[src/rtl/uart_apb_bridge.sv]
// APB3 slave bridging 32-bit bus transfers onto the UART 8-bit strobe register
// port, with address-error responses and a masked, registered interrupt merge.
module uart_apb_bridge #(
  parameter logic [15:0] UART_LAST     = 16'h0020,
  parameter logic [15:0] IRQ_EN_ADDR   = 16'h0040,
  parameter logic [15:0] IRQ_STAT_ADDR = 16'h0044
) (
  input  logic        clk,
  input  logic        reset_n,
  input  logic        psel,
  input  logic        penable,
  input  logic        pwrite,
  input  logic [31:0] paddr,
  input  logic [31:0] pwdata,
  output logic [31:0] prdata,
  output logic        pready,
  output logic        pslverr,
  output logic [15:0] reg_addr,
  output logic        reg_cs_n,
  output logic        reg_wr_n,
  output logic        reg_rd_n,
  output logic [7:0]  reg_wdata,
  input  logic [7:0]  reg_rdata,
  input  logic        ri,
  input  logic        ti,
  output logic        irq
);

  localparam logic [1:0] S_IDLE    = 2'd0;
  localparam logic [1:0] S_STROBE  = 2'd1;
  localparam logic [1:0] S_CAPTURE = 2'd2;
  localparam logic [1:0] S_RESP    = 2'd3;

  logic [1:0]  state_q, state_d;
  logic [15:0] addr_q, addr_d;
  logic [7:0]  wdata_q, wdata_d;
  logic        write_q, write_d;
  logic        err_q, err_d;
  logic        local_q, local_d;
  logic        cs_n_q, cs_n_d;
  logic        wr_n_q, wr_n_d;
  logic        rd_n_q, rd_n_d;
  logic [7:0]  rdata_q, rdata_d;
  logic [1:0]  irq_en_q, irq_en_d;
  logic        irq_q, irq_d;

  logic        setup;
  logic        dec_local;
  logic        dec_err;
  logic        unused_bits;

  assign unused_bits = ^{paddr[31:16], pwdata[31:8]};

  assign setup     = psel & ~penable;
  assign dec_local = (paddr[15:0] == IRQ_EN_ADDR) || (paddr[15:0] == IRQ_STAT_ADDR);
  assign dec_err   = (paddr[1:0] != 2'b00) || ((paddr[15:0] > UART_LAST) && !dec_local);

  always_comb begin
    state_d  = state_q;
    addr_d   = addr_q;
    wdata_d  = wdata_q;
    write_d  = write_q;
    err_d    = err_q;
    local_d  = local_q;
    irq_en_d = irq_en_q;
    cs_n_d   = 1'b1;
    wr_n_d   = 1'b1;
    rd_n_d   = 1'b1;
    rdata_d  = 8'h00;
    irq_d    = |({ti, ri} & irq_en_q);
    case (state_q)
      S_IDLE: begin
        if (setup) begin
          addr_d  = paddr[15:0];
          wdata_d = pwdata[7:0];
          write_d = pwrite;
          err_d   = dec_err;
          local_d = dec_local & ~dec_err;
          state_d = dec_err ? S_RESP : S_STROBE;
          // Strobes are registered, so they are launched here to be low in STROBE.
          if (!dec_err && !dec_local) begin
            cs_n_d = 1'b0;
            wr_n_d = ~pwrite;
            rd_n_d = pwrite;
          end
        end
      end
      S_STROBE: begin
        if (local_q && write_q && (addr_q == IRQ_EN_ADDR)) begin
          irq_en_d = wdata_q[1:0];
        end
        state_d = S_CAPTURE;
      end
      S_CAPTURE: begin
        if (!write_q) begin
          if (!local_q) begin
            rdata_d = reg_rdata;
          end else if (addr_q == IRQ_EN_ADDR) begin
            rdata_d = {6'b0, irq_en_q};
          end else begin
            rdata_d = {6'b0, ti, ri};
          end
        end
        state_d = S_RESP;
      end
      default: begin
        state_d = S_IDLE;
      end
    endcase
  end

  always_ff @(posedge clk or negedge reset_n) begin
    if (!reset_n) begin
      state_q  <= S_IDLE;
      addr_q   <= 16'h0000;
      wdata_q  <= 8'h00;
      write_q  <= 1'b0;
      err_q    <= 1'b0;
      local_q  <= 1'b0;
      cs_n_q   <= 1'b1;
      wr_n_q   <= 1'b1;
      rd_n_q   <= 1'b1;
      rdata_q  <= 8'h00;
      irq_en_q <= 2'b00;
      irq_q    <= 1'b0;
    end else begin
      state_q  <= state_d;
      addr_q   <= addr_d;
      wdata_q  <= wdata_d;
      write_q  <= write_d;
      err_q    <= err_d;
      local_q  <= local_d;
      cs_n_q   <= cs_n_d;
      wr_n_q   <= wr_n_d;
      rd_n_q   <= rd_n_d;
      rdata_q  <= rdata_d;
      irq_en_q <= irq_en_d;
      irq_q    <= irq_d;
    end
  end

  assign pready    = (state_q == S_RESP);
  assign pslverr   = pready & err_q;
  assign prdata    = {24'h000000, rdata_q};
  assign reg_addr  = addr_q;
  assign reg_wdata = wdata_q;
  assign reg_cs_n  = cs_n_q;
  assign reg_wr_n  = wr_n_q;
  assign reg_rd_n  = rd_n_q;
  assign irq       = irq_q;

endmodule

[config.mk]
export PLATFORM = sky130hd
export DESIGN_NAME = uart_apb_bridge
export DESIGN_NICKNAME = d
export VERILOG_FILES = /design/src/rtl/uart_apb_bridge.sv
export SDC_FILE = /design/constraint.sdc
export NUM_CORES = 1
export LEC_CHECK = 0
export ABC_AREA = 1
export BUFFER_PORTS_ARGS = -buffer_cell sky130_fd_sc_hd__buf_2
export CAP_MARGIN = 20
export CORE_ASPECT_RATIO = 1.25
export CORE_UTILIZATION = 41
export CTS_CLUSTER_DIAMETER = 200
export DETAILED_ROUTE_END_ITERATION = 6
export GPL_TIMING_DRIVEN = 0
export PLACE_DENSITY = 0.8
export SYNTH_ARGS = -nofsm -noshare
export SYNTH_HDL_FRONTEND = slang
export SYNTH_SLANG_ARGS = --single-unit
export TNS_END_PERCENT = 50
[constraint.sdc]
create_clock -name clk -period 1.6 [get_ports clk]
set_input_delay 0.32 -clock clk [delete_from_list [all_inputs] [get_ports clk]]
set_output_delay 0.32 -clock clk [all_outputs]
set_load 0.02 [all_outputs]
==> impl_metrics.toml, run 1 <==
[outcome]
status = "finished, final reports clean"

[final_layout]
postLayoutCellArea_um2 = 2720
final_common_cell = "nand2_1"
syn2layout_area_growth_pct = 33.2
layout_common_cells = "91 x nand2_1, 77 x buf_2, 40 x dfrtp_1"
n_fill_cell = 474
drive_above_1_share_pct = 35.0
final_nets = 437
antenna_cells = 0

[pwr]
vdd_ir_drop_max_mv = 0.777
powerDensity_nw_per_um2 = 1600
leakage_nw = 1.63
totalPowerFinal_mw = 4.36

[placement]
hpwl_mm = 3.16
portBuffers = 76
gp_congestion = 0.741
post_dp_cell_area_um2 = 2580

[yosys]
ys_seq_area_share_pct = 52.8
synth_top_family_by_area = "simple AND/OR/NAND/NOR gates"
ys_ff_latch = 43
syn_inst = 247
yosysWarnings = 0
synth-compound-area-share_pct = 4.53
yosys.area_share.xor_xnor_pct = 0
synth.avg_cell_area_um2 = 8.27
synthSimpleGateAreaFrac_pct = 26.0
synth_mux_area_share_pct = 0
synth.distinct_cells = 23
synthAdderAreaFrac_pct = 3.06
netlist_area_um2 = 2040

[sta]
hold_viol = 0
worst_pin_slew_ns = 0.941
final.setup.tns_ns = 0
min_period_ns = 1.52
clock_skew_ns = 0.00632
finalMaxSlewViolations = 0
fmax_ghz = 0.660
finalSetupViolCount = 0
fin_crit_sh_pct = 94.7
rsz0062_at_grt = "yes"
maxSlewHeadroom_pct = 37.3

[floorplan]
dieHeight_um = 80.9
rows = 28
core_um2 = 4760
die_w_um = 65.1
start_util_pct = 42.9
ios = 141
die-area_um2 = 5270

[worst_setup_path]
r2r_cells = 6
worstPathArrival_ns = 1.20
rr_startpoint = "state_q[0]"
required_ns = 1.28
crit_path_end_kind = "output port"
worstSetupStartpointType = "register"
cp_max_fo = 4
r2r_slack_ns = 0.13
r2r-end = "reg_addr[7]"
critPathKind = "reg2out"
crit_start = "state_q[0]"

[worst_hold_path]
min_path_type = "in2async"

[clocking]
hold_buffers = 0
cts_root_buf = "clkbuf_8"
cts_htree_levels = 2
clock_sinks = 43
numCtsBuffers = 5
clock_latency_ns = 0.29
clockBufferDepth = 2
postCtsSetupRepairBufs = 0
cts_tree = "built"
path_clk_slew_ns = 0.08

[route]
wl_per_cell_um = 10.1
routed_via_density = 4.26
post-route-drc-count = 0
via_count = 1765
totalWireLength_mm = 4.20
first_pass_iters = 4
drtIter0Drc = 74
drtAntennaViolNets = 0

[global_route]
grt_max_degree = 44
gr-total-overflow = 0
grt_pass1_vias = 1541
grt_pass1_wl_mm = 6.75
global_route.usage.total_pct = 17.0
grt_antenna_before_repair = 0

[run]
drv_cap = 0
==> how the worst max path moves through the flow <==
stage | end | depth (start not counted)
after floorplan | reg_rd_n | 7
after global placement | reg_wdata[3] | 6
after detailed placement | reg_wdata[2] | 6
after CTS | reg_rd_n | 7
after global routing | pslverr | 4
final | pslverr | 4
==> per-layer routing <==
layer	vias up	track usage (%)	wire (um)
met3	6	4.21	322
met4	0	8.04	70
met5	-	0	0
met2	77	29.6	2050
met1	767	19.6	1750
li1	915	-	-
==> sequential cells by signal (all words and copies together), names as in the netlist <==
| register | cells |
|---|---|
| reg_wdata | 8 |
| rdata_q | 8 |
| reg_wr_n | 1 |
| reg_addr | 16 |
| irq_en_q | 2 |
| irq | 1 |
| reg_cs_n | 1 |
| reg_rd_n | 1 |
| err_q | 1 |
| local_q | 1 |
| write_q | 1 |
| state_q | 2 |
==> layout make-up <==
type | instances | area, um^2 | share of cell area, %
sequential | 43 | 1080 | 39.7
buffer | 29 | 209 | 7.68
tap | 60 | 75.1 | 2.76
clock inverter | 2 | 35.0 | 1.29
multi-input combinational | 179 | 788 | 29.0
inverter | 19 | 71.3 | 2.62
clock buffer | 6 | 82.6 | 3.03
timing repair buffer | 76 | 380 | 14.0
==> power by group <==
| group | switching, mW | total (mW) | internal [mW] |
|---|---|---|---|
| logic | 1.14 | 1.77 | 0.632 |
| registers | 0.256 | 1.73 | 1.48 |
| clock network | 0.354 | 0.859 | 0.505 |
==> cell families (layout without fill, tap and decap cells) <==
| group | count (synthesis) | after routing |
|---|---|---|
| buf+inv | 48 | 132 |
| fa+ha+maj | 5 | 5 |
| flops | 43 | 43 |
| compound gates | 17 | 17 |
| other cells | 1 | 24 |
| simple gates | 133 | 133 |
==> worst max-delay path: stages, from the launching register on <==
cell and delay, ns:
dfrtp_1 0.43, ha_1 0.24, nand2_1 0.06, inv_1 0.03, buf_2 0.15
==> what timing repair did <==
action / CTS / global route
setup endpoints to repair: 22 / 13
resized for setup: 3 / 5
gates cloned: 0 / 0
==> Yosys cell counts (all sizes together) <==
cell / count / share of area [%]
a22o: 1 / 0.43
o21ai: 8 / 2.0
o22ai: 1 / 0.31
nor3b: 1 / 0.37
a21oi: 6 / 1.5
buf: 26 / 9.3
nand3b: 1 / 0.37
inv: 19 / 3.5
nand3: 8 / 2.0
nor2: 30 / 5.9
dfstp: 3 / 3.9
conb: 1 / 0.18
ha: 5 / 3.1
dfrtp: 40 / 49
nand2: 92 / 17
clkbuf: 3 / 0.55
a21boi: 1 / 0.37
or2: 1 / 0.43
==> through the flow <==
stage	util, %	instances	hold WS (ns)	worst slack [ns]
2_1_floorplan	-	270	0.0244	0.250
3_3_place_gp	54.3	406	0.459	-0.0148
3_5_place_dp	54.3	406	0.462	-0.0845
4_1_cts	56.9	414	0.181	0.0536
5_1_grt	57.1	414	0.184	-0.00991
6_report	57.1	414	0.170	0.0848
No activity file was read; power rests on OpenSTA's default activity.
==> run 2: changes to the inputs <==
--- a/config.mk
+++ b/config.mk
@@ -14,6 +14,7 @@
 export DETAILED_ROUTE_END_ITERATION = 6
 export GPL_TIMING_DRIVEN = 0
 export PLACE_DENSITY = 0.8
+export RECOVER_POWER = 100
 export SYNTH_ARGS = -nofsm -noshare
 export SYNTH_HDL_FRONTEND = slang
 export SYNTH_SLANG_ARGS = --single-unit
==> impl_metrics.toml, run 2 (same netlist as run 1, synthesis figures left out) <==
[route]
first_pass_iters = 4
via_count = 1768
drtAntennaViolNets = 0
routed_via_density = 4.27
post-route-drc-count = 0
wl_per_cell_um = 10.2
drtIter0Drc = 80
totalWireLength_mm = 4.21

[sta]
setup_ws_ns = 0.0846
hold_ws_ns = 0.192
rsz0062_at_grt = "yes"
min_period_ns = 1.52
clock_skew_ns = 0.00739
fmax_ghz = 0.660
finalSetupViolCount = 0
finalMaxSlewViolations = 0
fin_crit_sh_pct = 94.7
maxSlewHeadroom_pct = 29.8
hold_viol = 0
final.setup.tns_ns = 0
worst_pin_slew_ns = 1.05

[pwr]
seq_power_share_pct = 40.8
clock_power_share_pct = 20.1
power_frac_comb_pct = 39.1
totalPowerFinal_mw = 4.27
internal_power_mw = 2.52
powerDensity_nw_per_um2 = 1600
swShare_pct = 41.1
leakage_nw = 1.51
p_switching_mw = 1.75
vdd_ir_drop_max_mv = 0.765

[clocking]
cts_tree = "built"
clock_latency_ns = 0.29
hold_buffers = 0
cts_root_buf = "clkbuf_8"
clock_sinks = 43
clockBufferDepth = 2
postCtsSetupRepairBufs = 0
numCtsBuffers = 5
cts_htree_levels = 2
path_clk_slew_ns = 0.07

[placement]
portBuffers = 76
pre_cts_slack_ns = -0.0845
gp_congestion = 0.741
hpwl_mm = 3.16
dp_cells = 406

[final_layout]
drive_above_1_share_pct = 24.0
syn2layout_area_growth_pct = 30.6
antenna_cells = 0
stdcell_count = 414
final_nets = 437
layout_common_cells = "92 x nand2_1, 40 x buf_2, 40 x dfrtp_1"
largest_reg_flops = 16
final_common_cell = "nand2_1"

[outcome]
status = "finished, final reports clean"

[worst_setup_path]
crit_buf_inv = 2
worstSetupStartpointType = "register"
path_depth = 4
crit_slowest_cell = "dfrtp_1"
r2r_cells = 5
crit_path_end_kind = "output port"
critPathKind = "reg2out"
required_ns = 1.28
path_cells = "ha_1, nand2_1, inv_1, buf_2"
cp_max_fo = 4
worstPathArrival_ns = 1.20
crit_path_max_incr_delay_ns = 0.43
path_delay_family = "flip-flops"

[global_route]
grt_max_degree = 44
global_route.usage.total_pct = 17.0
gr-total-overflow = 0
grt_pass1_vias = 1541
grt_antenna_before_repair = 0
grt_pass1_wl_mm = 6.75

[floorplan]
die_w_um = 65.1
core_um2 = 4760
ios = 141
start_util_pct = 42.9
rows = 28
dieHeight_um = 80.9
die-area_um2 = 5270

[worst_hold_path]
whs_path_depth = 2
min_path_type = "in2reg"

[run]
drv_cap = 0
==> run 2: changes by cell type in the layout (fill, tap and decap cells not counted), sizes merged <==
cell	delta
buf	-37
clkbuf	+37
==> run 2: final timing paths <==
path	startpoint	end	slack, ns
max	state_q[0]	pslverr	0.08
min	pwrite	reg_wr_n	0.19
max reg2reg	state_q[0]	reg_addr[7]	0.10
min reg2reg	reg_wdata[7]	reg_wdata[7]	0.48
max in group asynchronous	reset_n	reg_addr[1]	0.75
min in group asynchronous	reset_n	reg_addr[5]	0.20
==> run 2: area by class of cell <==
cell class | count | area [um^2]
fillers | 491 | 2100
well taps | 60 | 75.1
clock buffers | 6 | 82.6
inverters | 19 | 71.3
plain buffers | 29 | 209
multi-input cells | 179 | 781
clock inverters | 2 | 35.0
repair buffers | 76 | 335
flip-flops and latches | 43 | 1080
==> run 2: repair_timing <==
action,CTS,global route
endpoints found under the setup margin,22,13
hold endpoints to repair,0,0
gates resized for setup,3,5
==> run 2: layer usage <==
layer / routed length [um] / track usage (%)
met4: 70 / 8.04
met3: 320 / 4.21
met5: 0 / 0
met2: 2050 / 29.6
met1: 1770 / 19.6
==> run 2: worst register-to-register path: cells and delay by family, from the launching register on <==
kind / cells / cell delay, ns
fa+ha+maj: 1 / 0.26
buf+inv: 2 / 0.41
simple gates: 1 / 0.16
flops: 1 / 0.42
compound gates: 1 / 0.13
==> run 2: metrics by stage <==
stage / area [um^2] / utilization [%]
3_5_place_dp: 2580 / 54.3
5_1_grt: 2670 / 56.0
2_1_floorplan: 2130 / -
6_report: 2670 / 56.0
3_3_place_gp: 2580 / 54.3
4_1_cts: 2710 / 56.9
==> run 2: power by group through the flow <==
| stage | registers (mW) | logic [mW] | clock network, mW |
|---|---|---|---|
| after floorplan | 2.15 | 0.769 | 0 |
| after global placement | 1.74 | 1.73 | 0 |
| after detailed placement | 1.75 | 1.77 | 0 |
| after CTS | 1.73 | 1.78 | 0.888 |
| after global routing | 1.79 | 1.87 | 0.952 |
| final | 1.74 | 1.67 | 0.859 |
==> run 3: changes to the inputs <==
==> constraint.sdc (replaced) <==
create_clock -name clk -period 1.6 [get_ports clk]
set_input_delay 0.32 -clock clk [delete_from_list [all_inputs] [get_ports clk]]
set_output_delay 0.32 -clock clk [all_outputs]
set_load 0.05 [all_outputs]
==> impl_metrics.toml, run 3 (same netlist as run 1, synthesis figures left out) <==
[clocking]
cts_root_buf = "clkbuf_8"
cts_htree_levels = 2
numCtsBuffers = 5
path_clk_slew_ns = 0.08
hold_buffers = 0
clockBufferDepth = 2
clock_latency_ns = 0.29
cts_tree = "built"
clock_sinks = 43

[pwr]
powerDensity_nw_per_um2 = 1890
totalPowerFinal_mw = 5.12
vdd_ir_drop_max_mv = 1.04
leakage_nw = 1.59

[route]
post-route-drc-count = 0
wl_per_cell_um = 10.5
totalWireLength_mm = 4.36
drtAntennaViolNets = 0
routed_via_density = 4.27
first_pass_iters = 3
via_count = 1778
drtIter0Drc = 62

[floorplan]
start_util_pct = 42.9
core_um2 = 4760
ios = 141
dieHeight_um = 80.9
rows = 28
die-area_um2 = 5270
die_w_um = 65.1

[worst_setup_path]
crit_path_end_kind = "output port"
worstSetupStartpointType = "register"
path_cells = "ha_2, nand2_1, inv_1, buf_6"
r2r_slack_ns = 0.18
rr_startpoint = "state_q[0]"
crit_path_max_incr_delay_ns = 0.42
required_ns = 1.28
r2r_cells = 7
path_depth = 4
setup.worst_path.end = "pslverr"
path_delay_family = "flip-flops"
r2r-end = "reg_rd_n"
critPathKind = "reg2out"
crit_slowest_cell = "dfrtp_1"
cp_max_fo = 5
crit_start = "state_q[1]"
crit_buf_inv = 2
worstPathArrival_ns = 1.20

[placement]
dp_cells = 406
portBuffers = 76
gp_congestion = 0.739
pre_cts_slack_ns = -0.0614
hpwl_mm = 3.29
post_dp_cell_area_um2 = 2590

[global_route]
grt_max_degree = 44
grt_antenna_before_repair = 0
grt_pass1_vias = 1655
gr-total-overflow = 0
grt_pass1_wl_mm = 7.21
global_route.usage.total_pct = 17.9

[final_layout]
syn2layout_area_growth_pct = 32.6
postLayoutCellArea_um2 = 2710
utilization_pct = 56.9
largest_reg_flops = 16
stdcell_count = 416
layout_common_cells = "91 x nand2_1, 65 x buf_2, 40 x dfrtp_1"
antenna_cells = 0
final_nets = 439
n_fill_cell = 457
final_common_cell = "nand2_1"
drive_above_1_share_pct = 33.4

[sta]
hold_viol = 0
min_period_ns = 1.52
hold_ws_ns = 0.193
worst_pin_slew_ns = 1.04
finalSetupViolCount = 0
finalMaxSlewViolations = 0
rsz0062_at_grt = "yes"
maxSlewHeadroom_pct = 30.9
clock_skew_ns = 0.00451
fmax_ghz = 0.658
fin_crit_sh_pct = 95.0
setup_ws_ns = 0.0796
final.setup.tns_ns = 0

[outcome]
status = "finished, final reports clean"

[worst_hold_path]
min_path_type = "in2reg"
hold_start = "pwrite"

[run]
drv_cap = 0
run 3: cell types whose count changed in the layout (fill, tap and decap cells not counted), sizes merged:
cell and delta:
clkinv +2, bufinv -1, clkbuf -27, buf +28
run 3: worst min path at each step:
| stage | to | slack [ns] | cells after the start |
|---|---|---|---|
| detailed placement | reg_wdata[7] | 0.46 | 2 |
| global placement | reg_wdata[2] | 0.46 | 2 |
| floorplan | err_q | 0.02 | 0 |
| CTS | reg_addr[6] | 0.19 | 1 |
| global route | reg_wr_n | 0.19 | 2 |
| finish | reg_wr_n | 0.19 | 2 |
run 3: power breakdown:
part / internal [mW] / total (mW) / switching (mW)
logic: 0.662 / 2.72 / 2.05
clock network: 0.299 / 0.657 / 0.358
registers: 1.48 / 1.74 / 0.265
total: 2.44 / 5.12 / 2.68
run 3: area by class of cell:
class	count	area (um^2)	area share (%)
buffer	29	210	7.76
clock buffer	5	68.8	2.54
clock inverter	3	15.0	0.554
inverter	19	71.3	2.63
multi-input combinational	179	798	29.5
sequential	43	1080	39.9
tap	60	75.1	2.77
timing repair buffer	78	390	14.4
run 3: worst reg2reg max path, cell delays in order, from the launching register on:
cell and delay [ns]:
dfrtp_1 0.43, inv_1 0.12, ha_2 0.24, nand3_4 0.12, inv_2 0.09, nand2_1 0.08, a21oi_2 0.17, nand3_1 0.10
run 3: repair_timing:
action                                 CTS  global route
gates resized for setup                  3            11
cloned                                   0             0
setup endpoints to repair               25            30
endpoints found under the hold margin    0             0
buffers inserted                         0             2
run 3: metal layers:
| layer | part of all wire [%] | GRT usage (%) |
|---|---|---|
| met1 | 41 | 20.0 |
| met2 | 51 | 32.8 |
| met3 | 7.1 | 4.35 |
| met4 | 1.2 | 6.52 |
| met5 | 0 | 0 |
